**src/rtl/pos_dac_tx.sv**
```systemverilog
// pos_dac_tx: shifts 16-bit position-PID words to an external SPI-style DAC.
// Each word goes out as a 24-bit frame {CMD_WORD, data}, MSB first. SCLK idles
// high, and the DAC samples SDO on SCLK falling edges. A one-word pending slot
// holds an update that arrives while a frame is in flight.
//
// state | meaning
// IDLE  | no frame in flight; SCLK high, SYNC_N high
// SHIFT | frame active; 24 bits, each CLK_DIV cycles high then CLK_DIV cycles low
// GAP   | SYNC_N held high for GAP_CYC cycles before the next frame may start
module pos_dac_tx #(
    parameter int unsigned CLK_DIV  = 2,
    parameter int unsigned GAP_CYC  = 2,
    parameter logic [7:0]  CMD_WORD = 8'h00
) (
    input  logic        clk_pid,
    input  logic        sys_rstn,
    input  logic [15:0] dac_data,
    input  logic        dac_valid,
    output logic        dac_ready,
    output logic        busy,
    output logic        frame_done,
    output logic        dac_sclk,
    output logic        dac_sync_n,
    output logic        dac_sdo
);

    localparam int unsigned DIV_W = (CLK_DIV > 1) ? $clog2(CLK_DIV) : 1;
    localparam int unsigned GAP_W = (GAP_CYC > 1) ? $clog2(GAP_CYC) : 1;
    localparam logic [DIV_W-1:0] DIV_LOAD = DIV_W'(CLK_DIV - 1);
    localparam logic [GAP_W-1:0] GAP_LOAD = GAP_W'(GAP_CYC - 1);

    typedef enum logic [1:0] {IDLE, SHIFT, GAP} state_t;

    state_t            state;
    logic [22:0]       shreg;       // bits still to be sent after the one on dac_sdo
    logic [4:0]        bit_cnt;
    logic [DIV_W-1:0]  div_cnt;
    logic [GAP_W-1:0]  gap_cnt;
    logic              pend_full;
    logic [15:0]       pend_data;

    logic              xfer;
    logic              gap_last;
    logic              launch;
    logic              launch_pend;
    logic              pend_set;
    logic              pend_next;
    logic              idle_next;
    logic [23:0]       launch_word;

    // Handshake and frame-launch decisions for this cycle.
    always_comb begin
        xfer        = dac_valid & dac_ready;
        gap_last    = (state == GAP) && (gap_cnt == '0);
        // ready is low whenever the slot is full, so xfer and launch_pend never coincide
        launch_pend = gap_last && pend_full;
        launch      = ((state == IDLE) && xfer) || (gap_last && (pend_full || xfer));
        pend_set    = xfer && ((state == SHIFT) || ((state == GAP) && !gap_last));
        pend_next   = pend_set | (pend_full & ~launch_pend);
        idle_next   = ((state == IDLE) && !xfer) || (gap_last && !pend_full && !xfer);
        launch_word = {CMD_WORD, (launch_pend ? pend_data : dac_data)};
    end

    // Frame sequencer, pending slot and registered pin outputs.
    always_ff @(posedge clk_pid) begin
        if (!sys_rstn) begin
            state      <= IDLE;
            shreg      <= '0;
            bit_cnt    <= '0;
            div_cnt    <= '0;
            gap_cnt    <= '0;
            pend_full  <= 1'b0;
            pend_data  <= '0;
            dac_ready  <= 1'b0;
            busy       <= 1'b0;
            frame_done <= 1'b0;
            dac_sclk   <= 1'b1;
            dac_sync_n <= 1'b1;
            dac_sdo    <= 1'b0;
        end else begin
            frame_done <= 1'b0;
            pend_full  <= pend_next;
            dac_ready  <= ~pend_next;
            busy       <= pend_next | ~idle_next;
            if (pend_set) begin
                pend_data <= dac_data;
            end
            if (launch) begin
                state      <= SHIFT;
                dac_sdo    <= launch_word[23];
                shreg      <= launch_word[22:0];
                dac_sclk   <= 1'b1;
                dac_sync_n <= 1'b0;
                bit_cnt    <= 5'd23;
                div_cnt    <= DIV_LOAD;
            end else begin
                case (state)
                    IDLE: begin
                    end
                    SHIFT: begin
                        if (div_cnt != '0) begin
                            div_cnt <= div_cnt - DIV_W'(1);
                        end else begin
                            div_cnt <= DIV_LOAD;
                            if (dac_sclk) begin
                                dac_sclk <= 1'b0;
                            end else if (bit_cnt == 5'd0) begin
                                state      <= GAP;
                                gap_cnt    <= GAP_LOAD;
                                dac_sync_n <= 1'b1;
                                dac_sclk   <= 1'b1;
                                dac_sdo    <= 1'b0;
                                frame_done <= 1'b1;
                            end else begin
                                // new bit is presented together with the sclk rising edge
                                bit_cnt  <= bit_cnt - 5'd1;
                                dac_sdo  <= shreg[22];
                                shreg    <= {shreg[21:0], 1'b0};
                                dac_sclk <= 1'b1;
                            end
                        end
                    end
                    GAP: begin
                        if (gap_cnt != '0) begin
                            gap_cnt <= gap_cnt - GAP_W'(1);
                        end else begin
                            state <= IDLE;
                        end
                    end
                    default: state <= IDLE;
                endcase
            end
        end
    end

endmodule

```
**config.mk**
```make
export PLATFORM = sky130hd
export DESIGN_NAME = pos_dac_tx
export DESIGN_NICKNAME = d
export VERILOG_FILES = /design/src/rtl/pos_dac_tx.sv
export SDC_FILE = /design/constraint.sdc
export NUM_CORES = 1
export LEC_CHECK = 0
export BUFFER_PORTS_ARGS = -buffer_cell sky130_fd_sc_hd__buf_2
export CAP_MARGIN = 0
export CORE_ASPECT_RATIO = 0.7
export CORE_MARGIN = 2
export CORE_UTILIZATION = 40
export CTS_CLUSTER_SIZE = 30
export DETAILED_ROUTE_END_ITERATION = 7
export PLACE_DENSITY_LB_ADDON = 0.2
export SYNTH_ARGS = -nofsm -noshare
export SYNTH_HDL_FRONTEND = slang
export SYNTH_SLANG_ARGS = --single-unit
```
**constraint.sdc**
```tcl
create_clock -name clk_pid -period 2.1 [get_ports clk_pid]
set_clock_uncertainty 0.15 [all_clocks]
set_input_delay 0.42 -clock clk_pid [delete_from_list [all_inputs] [get_ports clk_pid]]
set_output_delay 0.42 -clock clk_pid [all_outputs]
set_load 0.05 [all_outputs]
```
==> flow_results.xml, run 1 <==
<?xml version="1.0" encoding="UTF-8"?>
<metrics>
  <group name="placement">
    <metric name="place.detailed.instances" unit="">375</metric>
    <metric name="portBuffers" unit="">24</metric>
    <metric name="pre_cts_ws" unit="ns">0.0781</metric>
    <metric name="gp_congestion" unit="">0.787</metric>
    <metric name="place_hpwl" unit="µm">3390</metric>
    <metric name="dpl-instance-area" unit="µm²">2780</metric>
  </group>
  <group name="synthesis">
    <metric name="yosysMostFrequentCell" unit="">sky130_fd_sc_hd__dfxtp_1</metric>
    <metric name="yosysTopAreaCell" unit="">sky130_fd_sc_hd__dfxtp_1</metric>
    <metric name="post_synth_inst_count" unit="">276</metric>
    <metric name="syn-mean-instance-area" unit="µm²">9.15</metric>
    <metric name="yosys_warn_count" unit="">0</metric>
    <metric name="ys_top_cells_by_count" unit="">sky130_fd_sc_hd__dfxtp_1 (55), sky130_fd_sc_hd__nand2_1 (50), sky130_fd_sc_hd__nor2b_1 (20), sky130_fd_sc_hd__o21ai_0 (19)</metric>
    <metric name="synth_largest_type_area_fraction" unit="">0.436</metric>
    <metric name="async_set_or_reset_register_ratio_after_synthesis" unit="">0</metric>
    <metric name="syn-num-nets" unit="">299</metric>
    <metric name="yosysSeqAreaShare" unit="">0.436</metric>
    <metric name="yosysUniqueCellTypes" unit="">42</metric>
    <metric name="main_flop_type_after_synthesis" unit="">sky130_fd_sc_hd__dfxtp_1</metric>
    <metric name="synth_area" unit="µm²">2530</metric>
    <metric name="ys_ff_latch" unit="">55</metric>
    <metric name="synth_enable_flop_cells" unit="">0</metric>
    <metric name="synth_top_cells_by_area" unit="">sky130_fd_sc_hd__dfxtp_1 (44%), sky130_fd_sc_hd__nand2_1 (7.4%), sky130_fd_sc_hd__mux2_2 (6.7%)</metric>
  </group>
  <group name="layout">
    <metric name="finalCoreUtilization" unit="">0.469</metric>
    <metric name="layout.area.seq" unit="µm²">1100</metric>
    <metric name="area_occupied_by_multi_input_gates" unit="µm²">1300</metric>
    <metric name="fin_cells" unit="">383</metric>
    <metric name="area_added_between_synthesis_and_finish" unit="%">14.3</metric>
    <metric name="fillerInstances" unit="">603</metric>
    <metric name="post-route-cell-area" unit="µm²">2890</metric>
    <metric name="layout.nets" unit="">327</metric>
    <metric name="drive_above_1_share" unit="">0.243</metric>
    <metric name="antennaDiodeCount" unit="">0</metric>
  </group>
  <group name="global_routing">
    <metric name="wire_length_of_the_first_global_routing_pass" unit="µm">8720</metric>
    <metric name="gr-usage-all-layers" unit="">0.153</metric>
    <metric name="largest_net_degree_at_the_start_of_global_routing" unit="">33</metric>
    <metric name="global_route.overflow_total" unit="">0</metric>
    <metric name="first_global_vias" unit="">1940</metric>
    <metric name="grt_antenna_before_repair" unit="">0</metric>
  </group>
  <group name="critical_path">
    <metric name="crit_chain" unit="">inv_1 &gt; ha_2 &gt; or4b_4 &gt; and2_1 &gt; buf_4 &gt; nand2_1 &gt; a31oi_1</metric>
    <metric name="cp_max_fo" unit="">14</metric>
    <metric name="worstSetupStartpointType" unit="">flip-flop</metric>
    <metric name="worst_case_reg_to_reg_path_depth" unit="">7</metric>
    <metric name="critical_path_required" unit="ns">2.14</metric>
    <metric name="worst_r2r_endpoint" unit="">shreg[10]</metric>
    <metric name="arrival" unit="ns">2.04</metric>
    <metric name="crit-reg2reg-launch" unit="">bit_cnt[0]</metric>
    <metric name="worst-setup-path-type" unit="">reg -&gt; reg</metric>
    <metric name="crit_path_end" unit="">shreg[10]</metric>
    <metric name="cp_max_delay_cell" unit="">sky130_fd_sc_hd__or4b_4</metric>
    <metric name="critical_path.endpoint_type" unit="">flip-flop</metric>
    <metric name="rrSetupSlack" unit="ns">0.10</metric>
    <metric name="worst_path_largest_cell_delay" unit="ns">0.51</metric>
    <metric name="timing.critical_path.from" unit="">bit_cnt[0]</metric>
  </group>
  <group name="clock_network">
    <metric name="clock_tree_from_tritoncts" unit="">yes</metric>
    <metric name="post_cts_buffers" unit="">0</metric>
    <metric name="clockRootBuffer" unit="">sky130_fd_sc_hd__clkbuf_8</metric>
    <metric name="clkLatencyLatePin" unit="ns">0.31</metric>
    <metric name="clk_transition_reported_paths" unit="ns">0.10</metric>
    <metric name="cts-root-to-sink-buffers" unit="">2</metric>
    <metric name="cts.sink_count" unit="">55</metric>
    <metric name="h-tree-depth" unit="">2</metric>
    <metric name="numCtsBuffers" unit="">5</metric>
  </group>
  <group name="timing">
    <metric name="timing.final.crit_period" unit="ns">2.00</metric>
    <metric name="final_critical_path_setup_slack" unit="ns">0.104</metric>
    <metric name="fin_crit_sh" unit="">0.950</metric>
    <metric name="hold_violations" unit="">0</metric>
    <metric name="tightest_slew" unit="ns">0.362</metric>
    <metric name="clock.fmax" unit="GHz">0.501</metric>
    <metric name="max_slew_margin" unit="">0.758</metric>
    <metric name="final_max_slew_viol_count" unit="">0</metric>
    <metric name="fin_setup_tns" unit="ns">0</metric>
    <metric name="setup_viol" unit="">0</metric>
  </group>
  <group name="routing">
    <metric name="drc_errors" unit="">0</metric>
    <metric name="antenna_left" unit="">0</metric>
    <metric name="post_drt_via_cell_ratio" unit="">5.15</metric>
    <metric name="drtIter0Drc" unit="">107</metric>
    <metric name="first_pass_iters" unit="">4</metric>
    <metric name="wl" unit="µm">4900</metric>
    <metric name="dr_total_vias" unit="">1971</metric>
    <metric name="wl_per_cell" unit="µm">12.8</metric>
  </group>
  <group name="floorplanning">
    <metric name="fp.dieH" unit="µm">70.5</metric>
    <metric name="number_of_ports_placed_on_the_die_boundary" unit="">25</metric>
    <metric name="floorplan_core_area" unit="µm²">6160</metric>
    <metric name="floorplan.rows" unit="">24</metric>
    <metric name="floorplan.die_area" unit="µm²">6980</metric>
    <metric name="start_util" unit="">0.410</metric>
    <metric name="die_w" unit="µm">99.0</metric>
  </group>
  <group name="status">
    <metric name="status" unit="">completed</metric>
  </group>
  <group name="power">
    <metric name="power.leakage" unit="nW">1.02</metric>
    <metric name="ir_drop" unit="µV">357</metric>
    <metric name="power.density_cell_area" unit="nW/µm²">954</metric>
  </group>
  <group name="flow_run">
    <metric name="drv.max_cap_violation_count" unit="">0</metric>
  </group>
  <group name="min_path">
    <metric name="worst_hold_path_type" unit="">in -&gt; reg</metric>
  </group>
</metrics>
==> power breakdown <==
part / internal, mW / switching [mW]
Sequential: 1.20 / 0.119
Combinational: 0.363 / 0.472
Clock: 0.239 / 0.362
==> layer usage <==
layer	wire length (µm)	part of all wire	vias to the layer above	global-route usage
met4	24	0.0049	0	0.0518
met2	2090	0.43	30	0.232
met5	0	0	-	0
met3	154	0.031	2	0.0350
met1	2630	0.54	927	0.214
li1	-	-	1012	-
==> state kept, by name, summed over array words and instances, names as in the netlist, 2 cells and up <==
register	flops
shreg	23
state	2
bit_cnt	5
pend_data	16
==> worst max-delay path, delay by kind of cell (launching register included) <==
| family | cells | cell delay (ns) |
|---|---|---|
| and+or+nand+nor | 3 | 0.83 |
| buffers and inverters | 2 | 0.28 |
| adders and majority gates | 1 | 0.20 |
| DFF | 1 | 0.35 |
| AOI/OAI and AO/OA | 1 | 0.07 |
==> placed cells by master, fill, tap and decap left out, types with 2 or more instances in the layout <==
master / netlist / layout
sky130_fd_sc_hd__a21boi_0: 4 / 4
sky130_fd_sc_hd__nand4_1: 3 / 3
sky130_fd_sc_hd__mux2i_1: 16 / 16
sky130_fd_sc_hd__nor2_1: 5 / 5
sky130_fd_sc_hd__nor3_1: 2 / 2
sky130_fd_sc_hd__a31oi_1: 16 / 16
sky130_fd_sc_hd__buf_12: 0 / 2
sky130_fd_sc_hd__buf_6: 4 / 2
sky130_fd_sc_hd__o21ai_0: 19 / 19
sky130_fd_sc_hd__a21oi_1: 12 / 12
sky130_fd_sc_hd__xnor2_1: 2 / 2
sky130_fd_sc_hd__nand2_1: 50 / 50
sky130_fd_sc_hd__buf_4: 2 / 12
sky130_fd_sc_hd__ha_1: 4 / 3
sky130_fd_sc_hd__nor2b_1: 20 / 20
sky130_fd_sc_hd__clkbuf_8: 0 / 5
sky130_fd_sc_hd__inv_1: 5 / 5
sky130_fd_sc_hd__and2_1: 3 / 3
sky130_fd_sc_hd__clkinv_4: 0 / 2
sky130_fd_sc_hd__nand3_1: 5 / 5
sky130_fd_sc_hd__buf_2: 6 / 24
sky130_fd_sc_hd__mux2_2: 15 / 15
sky130_fd_sc_hd__dfxtp_1: 55 / 55
==> worst min-delay path by stage <==
stage / start / end / cells past startpoint
after global routing: sys_rstn / dac_sync_n / 2
final: sys_rstn / dac_sync_n / 2
after global placement: shreg[21] / shreg[21] / 2
after floorplan: shreg[15] / shreg[16] / 2
after CTS: sys_rstn / dac_sync_n / 2
after detailed placement: shreg[18] / shreg[19] / 2
==> kinds of logic after synthesis <==
| kind of cell | Yosys count | share of synthesized area |
|---|---|---|
| simple gates | 95 | 0.185 |
| compound gates | 64 | 0.165 |
| flops | 55 | 0.436 |
| mux | 31 | 0.130 |
| buf+inv | 24 | 0.0535 |
| fa+ha+maj | 4 | 0.0198 |
| xor+xnor | 3 | 0.0104 |
==> what timing repair did <==
item                                    CTS  global route
endpoints found under the setup margin    0            25
hold buffers                              0             0
gates resized for setup                   0             4
==> per-stage QoR <==
stage	power (mW)	hold WS [ns]
after global routing	2.94	0.223
after CTS	2.77	0.214
after global placement	2.15	0.295
after detailed placement	2.16	0.295
after floorplan	1.95	0.282
final	2.76	0.218
==> layout make-up <==
cell class / instances / share of cell area
Clock buffer: 5 / 0.0238
Clock inverter: 3 / 0.00867
Inverter: 5 / 0.00650
Multi-Input combinational cell: 197 / 0.451
Sequential cell: 55 / 0.381
Tap cell: 78 / 0.0338
Timing Repair Buffer: 40 / 0.0945
Power figures use the tool's default switching activity.
==> inputs of run 2 (changes only) <==
--- a/config.mk
+++ b/config.mk
@@ -7,9 +7,11 @@
 export LEC_CHECK = 0
 export BUFFER_PORTS_ARGS = -buffer_cell sky130_fd_sc_hd__buf_2
 export CAP_MARGIN = 0
+export CELL_PAD_IN_SITES_DETAIL_PLACEMENT = 2
+export CELL_PAD_IN_SITES_GLOBAL_PLACEMENT = 2
 export CORE_ASPECT_RATIO = 0.7
 export CORE_MARGIN = 2
-export CORE_UTILIZATION = 40
+export CORE_UTILIZATION = 36
 export CTS_CLUSTER_SIZE = 30
 export DETAILED_ROUTE_END_ITERATION = 7
 export PLACE_DENSITY_LB_ADDON = 0.2
==> run 2 against run 1 <==
Effect of this change:
- core utilization fell by 3.4 points
- largest cell class unchanged
- via count rose by 4.2%
- sequential power barely moved
- cell count rose by 5.0%
- cell area rose by 2.2%
- clock power fell by 2%
- critical endpoint is now gap_cnt
- maximum frequency barely moved
- wire length rose by 33%
==> flow_results.xml, run 2 (synthesized netlist as in run 1, its figures left out) <==
<?xml version="1.0" encoding="UTF-8"?>
<metrics>
  <group name="status">
    <metric name="status" unit="">completed</metric>
  </group>
  <group name="timing">
    <metric name="fin_setup_tns" unit="ns">0</metric>
    <metric name="tightest_slew" unit="ns">0.327</metric>
    <metric name="max_slew_margin" unit="">0.782</metric>
    <metric name="grt_setup_unrepaired" unit="">false</metric>
    <metric name="worst_hold_slack" unit="ns">0.230</metric>
    <metric name="fin_crit_sh" unit="">0.950</metric>
    <metric name="setup_viol" unit="">0</metric>
    <metric name="timing.final.crit_period" unit="ns">1.99</metric>
    <metric name="final_max_slew_viol_count" unit="">0</metric>
    <metric name="hold_violations" unit="">0</metric>
    <metric name="final_critical_path_setup_slack" unit="ns">0.106</metric>
    <metric name="clock.fmax" unit="GHz">0.501</metric>
  </group>
  <group name="routing">
    <metric name="post_drt_via_cell_ratio" unit="">5.11</metric>
    <metric name="wl_per_cell" unit="µm">16.1</metric>
    <metric name="drtIter0Drc" unit="">44</metric>
    <metric name="drc_errors" unit="">0</metric>
    <metric name="wl" unit="µm">6490</metric>
    <metric name="dr_total_vias" unit="">2054</metric>
    <metric name="first_pass_iters" unit="">4</metric>
    <metric name="antenna_left" unit="">0</metric>
  </group>
  <group name="global_routing">
    <metric name="gr-usage-all-layers" unit="">0.175</metric>
    <metric name="first_global_vias" unit="">2151</metric>
    <metric name="wire_length_of_the_first_global_routing_pass" unit="µm">10700</metric>
    <metric name="grt_antenna_before_repair" unit="">0</metric>
    <metric name="largest_net_degree_at_the_start_of_global_routing" unit="">34</metric>
    <metric name="global_route.overflow_total" unit="">0</metric>
  </group>
  <group name="power">
    <metric name="p_total" unit="mW">2.88</metric>
    <metric name="ir_drop" unit="µV">314</metric>
    <metric name="power.density_cell_area" unit="nW/µm²">976</metric>
    <metric name="power.leakage" unit="nW">1.04</metric>
  </group>
  <group name="clock_network">
    <metric name="clk_transition_reported_paths" unit="ns">0.10</metric>
    <metric name="numCtsBuffers" unit="">5</metric>
    <metric name="clock_tree_from_tritoncts" unit="">yes</metric>
    <metric name="clockRootBuffer" unit="">sky130_fd_sc_hd__clkbuf_8</metric>
    <metric name="cts.sink_count" unit="">55</metric>
    <metric name="h-tree-depth" unit="">2</metric>
    <metric name="cts-root-to-sink-buffers" unit="">2</metric>
    <metric name="clkLatencyLatePin" unit="ns">0.31</metric>
  </group>
  <group name="floorplanning">
    <metric name="floorplan.die_area" unit="µm²">7710</metric>
    <metric name="start_util" unit="">0.372</metric>
    <metric name="die_w" unit="µm">104</metric>
    <metric name="floorplan_core_area" unit="µm²">6790</metric>
    <metric name="fp.dieH" unit="µm">74.1</metric>
    <metric name="floorplan.rows" unit="">25</metric>
    <metric name="number_of_ports_placed_on_the_die_boundary" unit="">25</metric>
  </group>
  <group name="placement">
    <metric name="dpl-instance-area" unit="µm²">2810</metric>
    <metric name="place_hpwl" unit="µm">4530</metric>
    <metric name="pre_cts_ws" unit="ns">0.0576</metric>
    <metric name="gp_congestion" unit="">0.734</metric>
    <metric name="portBuffers" unit="">24</metric>
  </group>
  <group name="layout">
    <metric name="area_added_between_synthesis_and_finish" unit="%">16.8</metric>
    <metric name="layout.area.seq" unit="µm²">1100</metric>
    <metric name="final_common_cell" unit="">sky130_fd_sc_hd__dfxtp_1</metric>
    <metric name="area_occupied_by_multi_input_gates" unit="µm²">1320</metric>
    <metric name="post-route-cell-area" unit="µm²">2950</metric>
    <metric name="number_of_flip_flops_under_the_largest_register_name" unit="">23</metric>
    <metric name="fillerInstances" unit="">766</metric>
    <metric name="layout.cells.most_common_list" unit="">sky130_fd_sc_hd__dfxtp_1 (53), sky130_fd_sc_hd__nand2_1 (49), sky130_fd_sc_hd__buf_2 (24)</metric>
    <metric name="drive_above_1_share" unit="">0.269</metric>
    <metric name="layout.nets" unit="">330</metric>
    <metric name="antennaDiodeCount" unit="">0</metric>
    <metric name="largest_register" unit="">shreg</metric>
    <metric name="largestRegisters" unit="">shreg x23, pend_data x16, bit_cnt x5</metric>
  </group>
  <group name="critical_path">
    <metric name="cp_max_fo" unit="">4</metric>
    <metric name="worst_r2r_endpoint" unit="">gap_cnt</metric>
    <metric name="crit-reg2reg-launch" unit="">bit_cnt[1]</metric>
    <metric name="rrSetupSlack" unit="ns">0.11</metric>
    <metric name="worst_path_largest_cell_delay" unit="ns">0.48</metric>
    <metric name="worstSetupStartpointType" unit="">flip-flop</metric>
    <metric name="crit_chain" unit="">inv_2 &gt; ha_4 &gt; or4b_4 &gt; buf_6 &gt; o31ai_4 &gt; nand4_1 &gt; and3_1</metric>
    <metric name="worst-setup-path-type" unit="">reg -&gt; reg</metric>
    <metric name="cp_max_delay_cell" unit="">sky130_fd_sc_hd__or4b_4</metric>
    <metric name="critical_path.endpoint_type" unit="">flip-flop</metric>
    <metric name="worst_case_reg_to_reg_path_depth" unit="">7</metric>
    <metric name="crit_buf_inv" unit="">2</metric>
    <metric name="critical_path_required" unit="ns">2.16</metric>
    <metric name="cpLargestDelayFamily" unit="">simple AND/OR/NAND/NOR gates</metric>
    <metric name="arrival" unit="ns">2.05</metric>
  </group>
  <group name="min_path">
    <metric name="hold_start" unit="">dac_data[13]</metric>
    <metric name="hold-path-endpoint" unit="">pend_data[13]</metric>
    <metric name="hold_depth" unit="">3</metric>
    <metric name="worst_hold_path_type" unit="">in -&gt; reg</metric>
  </group>
  <group name="flow_run">
    <metric name="drv.max_cap_violation_count" unit="">0</metric>
  </group>
</metrics>
==> run 2: final cells by class <==
| type | count | area share |
|---|---|---|
| Inverter | 5 | 0.00636 |
| Tap cell | 94 | 0.0399 |
| Clock buffer | 5 | 0.0233 |
| Multi-Input combinational cell | 197 | 0.447 |
| Clock inverter | 3 | 0.00679 |
| Sequential cell | 55 | 0.374 |
| Timing Repair Buffer | 43 | 0.103 |
==> run 2: worst min-delay path, cell delays in order <==
cell and delay, ns:
sky130_fd_sc_hd__buf_2 0.08, sky130_fd_sc_hd__mux2i_1 0.06, sky130_fd_sc_hd__nor2b_1 0.09
==> run 2: worst max path at each step <==
stage / from / to / slack (ns) / cells after the start
after global routing: state[1] / bit_cnt[1] / 0.002 / 7
after global placement: bit_cnt[0] / gap_cnt / 0.16 / 7
final: bit_cnt[1] / gap_cnt / 0.11 / 7
after detailed placement: bit_cnt[0] / gap_cnt / 0.06 / 7
after floorplan: dac_ready / pend_data[0] / 0.11 / 5
after CTS: bit_cnt[0] / shreg[12] / 0.02 / 8
==> run 2: through the flow <==
step                      std cells  utilization
final                           402        0.435
after global routing            402        0.435
after CTS                       398        0.426
after detailed placement        390        0.413
after global placement          390        0.413
after floorplan                 276            -
==> run 2: per-layer routing <==
metal  vias to the layer above  track usage  part of all wire
li1                       1019            -                 -
met1                      1015        0.217              0.47
met2                        15        0.325              0.51
met3                         5       0.0324             0.019
met4                         0       0.0405            0.0082
met5                         -            0                 0
==> run 2: report_power, final <==
group	leakage [nW]	internal, mW	total (mW)	switching [mW]
Clock	0.0402	0.233	0.592	0.359
Combinational	0.548	0.427	0.955	0.528
Sequential	0.449	1.20	1.33	0.129
==> run 2: timing repair <==
item,CTS,global route
hold buffers,0,0
resized for setup,0,10
setup buffers,0,4
endpoints found under the setup margin,0,18
==> inputs of run 3 (changes only) <==
--- a/config.mk
+++ b/config.mk
@@ -11,7 +11,7 @@
 export CELL_PAD_IN_SITES_GLOBAL_PLACEMENT = 2
 export CORE_ASPECT_RATIO = 0.7
 export CORE_MARGIN = 2
-export CORE_UTILIZATION = 36
+export CORE_UTILIZATION = 39
 export CTS_CLUSTER_SIZE = 30
 export DETAILED_ROUTE_END_ITERATION = 7
 export PLACE_DENSITY_LB_ADDON = 0.2
==> constraint.sdc (replaced) <==
create_clock -name clk_pid -period 2.55 [get_ports clk_pid]
set_clock_uncertainty 0.15 [all_clocks]
set_input_delay 0.51 -clock clk_pid [delete_from_list [all_inputs] [get_ports clk_pid]]
set_output_delay 0.51 -clock clk_pid [all_outputs]
set_load 0.05 [all_outputs]
==> run 3 against run 2 <==
Effect of this change:
- clock power is 3.9% higher
- maximum frequency down 13%
- highest routed layer unchanged
- combinational power shrank 28%
- largest cell class unchanged
- setup slack better by 0.16 ns
- die area shrank 7.3%
- worst hold slack better by 0.084 ns
- count of clock-buffer cells in the layout up 1
- register-to-register slack improved by 0.16 ns
- first-iteration DRC count up 55%
- sequential power down 18%
- cell count shrank 6.5%
- core utilization increased by 1.7 points
==> flow_results.xml, run 3 (synthesized netlist as in run 1, its figures left out) <==
<?xml version="1.0" encoding="UTF-8"?>
<metrics>
  <group name="floorplanning">
    <metric name="die_w" unit="µm">100</metric>
    <metric name="start_util" unit="">0.404</metric>
    <metric name="floorplan.rows" unit="">24</metric>
    <metric name="fp.dieH" unit="µm">71.3</metric>
    <metric name="floorplan.die_area" unit="µm²">7150</metric>
    <metric name="number_of_ports_placed_on_the_die_boundary" unit="">25</metric>
    <metric name="floorplan_core_area" unit="µm²">6250</metric>
  </group>
  <group name="layout">
    <metric name="largest_register" unit="">shreg</metric>
    <metric name="drive_above_1_share" unit="">0.218</metric>
    <metric name="number_of_flip_flops_under_the_largest_register_name" unit="">23</metric>
    <metric name="finalCoreUtilization" unit="">0.452</metric>
    <metric name="fin_cells" unit="">376</metric>
    <metric name="layout.area.seq" unit="µm²">1100</metric>
    <metric name="layout.nets" unit="">320</metric>
    <metric name="area_added_between_synthesis_and_finish" unit="%">11.6</metric>
    <metric name="area_occupied_by_multi_input_gates" unit="µm²">1300</metric>
    <metric name="final_common_cell" unit="">sky130_fd_sc_hd__dfxtp_1</metric>
    <metric name="fillerInstances" unit="">719</metric>
    <metric name="antennaDiodeCount" unit="">0</metric>
    <metric name="largestRegisters" unit="">shreg x23, pend_data x16, bit_cnt x5</metric>
    <metric name="layout.cells.most_common_list" unit="">sky130_fd_sc_hd__dfxtp_1 (55), sky130_fd_sc_hd__nand2_1 (50), sky130_fd_sc_hd__buf_2 (24)</metric>
    <metric name="post-route-cell-area" unit="µm²">2820</metric>
  </group>
  <group name="routing">
    <metric name="post_drt_via_cell_ratio" unit="">5.40</metric>
    <metric name="dr_total_vias" unit="">2030</metric>
    <metric name="drc_errors" unit="">0</metric>
    <metric name="antenna_left" unit="">0</metric>
    <metric name="wl_per_cell" unit="µm">17.1</metric>
    <metric name="first_pass_iters" unit="">4</metric>
    <metric name="wl" unit="µm">6440</metric>
    <metric name="drtIter0Drc" unit="">68</metric>
  </group>
  <group name="critical_path">
    <metric name="worstSetupStartpointType" unit="">flip-flop</metric>
    <metric name="crit-reg2reg-launch" unit="">bit_cnt[0]</metric>
    <metric name="worst_r2r_endpoint" unit="">bit_cnt[0]</metric>
    <metric name="cp_max_fo" unit="">24</metric>
    <metric name="arrival" unit="ns">2.32</metric>
    <metric name="critical_path_required" unit="ns">2.59</metric>
    <metric name="worst_case_reg_to_reg_path_depth" unit="">6</metric>
    <metric name="rrSetupSlack" unit="ns">0.27</metric>
    <metric name="critical_path.endpoint_type" unit="">flip-flop</metric>
    <metric name="worst-setup-path-type" unit="">reg -&gt; reg</metric>
  </group>
  <group name="timing">
    <metric name="grt_setup_unrepaired" unit="">false</metric>
    <metric name="tightest_slew" unit="ns">0.941</metric>
    <metric name="worst_hold_slack" unit="ns">0.313</metric>
    <metric name="final_max_slew_viol_count" unit="">0</metric>
    <metric name="setup_viol" unit="">0</metric>
    <metric name="fin_setup_tns" unit="ns">0</metric>
    <metric name="hold_violations" unit="">0</metric>
    <metric name="fin_crit_sh" unit="">0.894</metric>
    <metric name="clock.fmax" unit="GHz">0.439</metric>
    <metric name="final_critical_path_setup_slack" unit="ns">0.271</metric>
    <metric name="timing.final.crit_period" unit="ns">2.28</metric>
    <metric name="max_slew_margin" unit="">0.372</metric>
  </group>
  <group name="clock_network">
    <metric name="clock_tree_from_tritoncts" unit="">yes</metric>
    <metric name="post_cts_resized" unit="">0</metric>
    <metric name="clockRootBuffer" unit="">sky130_fd_sc_hd__clkbuf_8</metric>
    <metric name="cts.sink_count" unit="">55</metric>
    <metric name="post_cts_buffers" unit="">0</metric>
    <metric name="numCtsBuffers" unit="">5</metric>
    <metric name="holdBufCountCts" unit="">0</metric>
    <metric name="h-tree-depth" unit="">2</metric>
    <metric name="cts-root-to-sink-buffers" unit="">2</metric>
    <metric name="clk_transition_reported_paths" unit="ns">0.10</metric>
    <metric name="clkLatencyLatePin" unit="ns">0.32</metric>
  </group>
  <group name="global_routing">
    <metric name="first_global_vias" unit="">2212</metric>
    <metric name="wire_length_of_the_first_global_routing_pass" unit="µm">10800</metric>
    <metric name="gr-usage-all-layers" unit="">0.193</metric>
    <metric name="largest_net_degree_at_the_start_of_global_routing" unit="">28</metric>
    <metric name="grt_antenna_before_repair" unit="">0</metric>
    <metric name="global_route.overflow_total" unit="">0</metric>
  </group>
  <group name="min_path">
    <metric name="hold_depth" unit="">2</metric>
    <metric name="hold_start" unit="">dac_sdo</metric>
    <metric name="worst_hold_path_type" unit="">reg -&gt; reg</metric>
    <metric name="hold-path-endpoint" unit="">dac_sdo</metric>
  </group>
  <group name="placement">
    <metric name="portBuffers" unit="">24</metric>
    <metric name="place_hpwl" unit="µm">4520</metric>
    <metric name="gp_congestion" unit="">0.697</metric>
    <metric name="place.detailed.instances" unit="">368</metric>
    <metric name="pre_cts_ws" unit="ns">0.294</metric>
    <metric name="dpl-instance-area" unit="µm²">2700</metric>
  </group>
  <group name="power">
    <metric name="ir_drop" unit="µV">244</metric>
    <metric name="power.density_cell_area" unit="nW/µm²">849</metric>
    <metric name="power.leakage" unit="nW">0.990</metric>
    <metric name="p_total" unit="mW">2.39</metric>
  </group>
  <group name="flow_run">
    <metric name="drv.max_cap_violation_count" unit="">0</metric>
  </group>
  <group name="status">
    <metric name="status" unit="">completed</metric>
  </group>
</metrics>
## run 3: worst max path at each step
stage | start | endpoint | slack, ns | cells past startpoint
after CTS | bit_cnt[0] | bit_cnt[0] | 0.23 | 6
final | bit_cnt[0] | bit_cnt[0] | 0.27 | 6
after global routing | bit_cnt[0] | bit_cnt[1] | 0.08 | 6
after detailed placement | bit_cnt[0] | bit_cnt[1] | 0.29 | 6
after global placement | bit_cnt[0] | shreg[5] | 0.43 | 6
after floorplan | dac_ready | pend_data[0] | 0.56 | 5
## run 3: worst max-delay path, cell delays in order (launching register included)
cell and delay (ns):
sky130_fd_sc_hd__dfxtp_1 0.34, sky130_fd_sc_hd__inv_1 0.06, sky130_fd_sc_hd__ha_1 0.21, sky130_fd_sc_hd__or4b_1 0.49
sky130_fd_sc_hd__and2_1 0.47, sky130_fd_sc_hd__xnor2_1 0.31, sky130_fd_sc_hd__a21boi_0 0.12
## run 3: layout make-up
| class | count | share of cell area |
|---|---|---|
| multi-input combinational | 197 | 0.460 |
| sequential | 55 | 0.390 |
| timing repair buffer | 33 | 0.0665 |
| tap | 78 | 0.0346 |
| clock buffer | 6 | 0.0293 |
| clock inverter | 2 | 0.0124 |
| inverter | 5 | 0.00665 |
## run 3: power by group
part           internal [mW]  leakage, nW  switching, mW
clock                  0.318       0.0612          0.297
combinational          0.272        0.481          0.414
sequential             0.988        0.448          0.105
## run 3: routing by layer
metal,wire [µm],track usage
met1,3060,0.246
met2,3110,0.334
met3,199,0.0361
met4,76,0.0563
met5,0,0
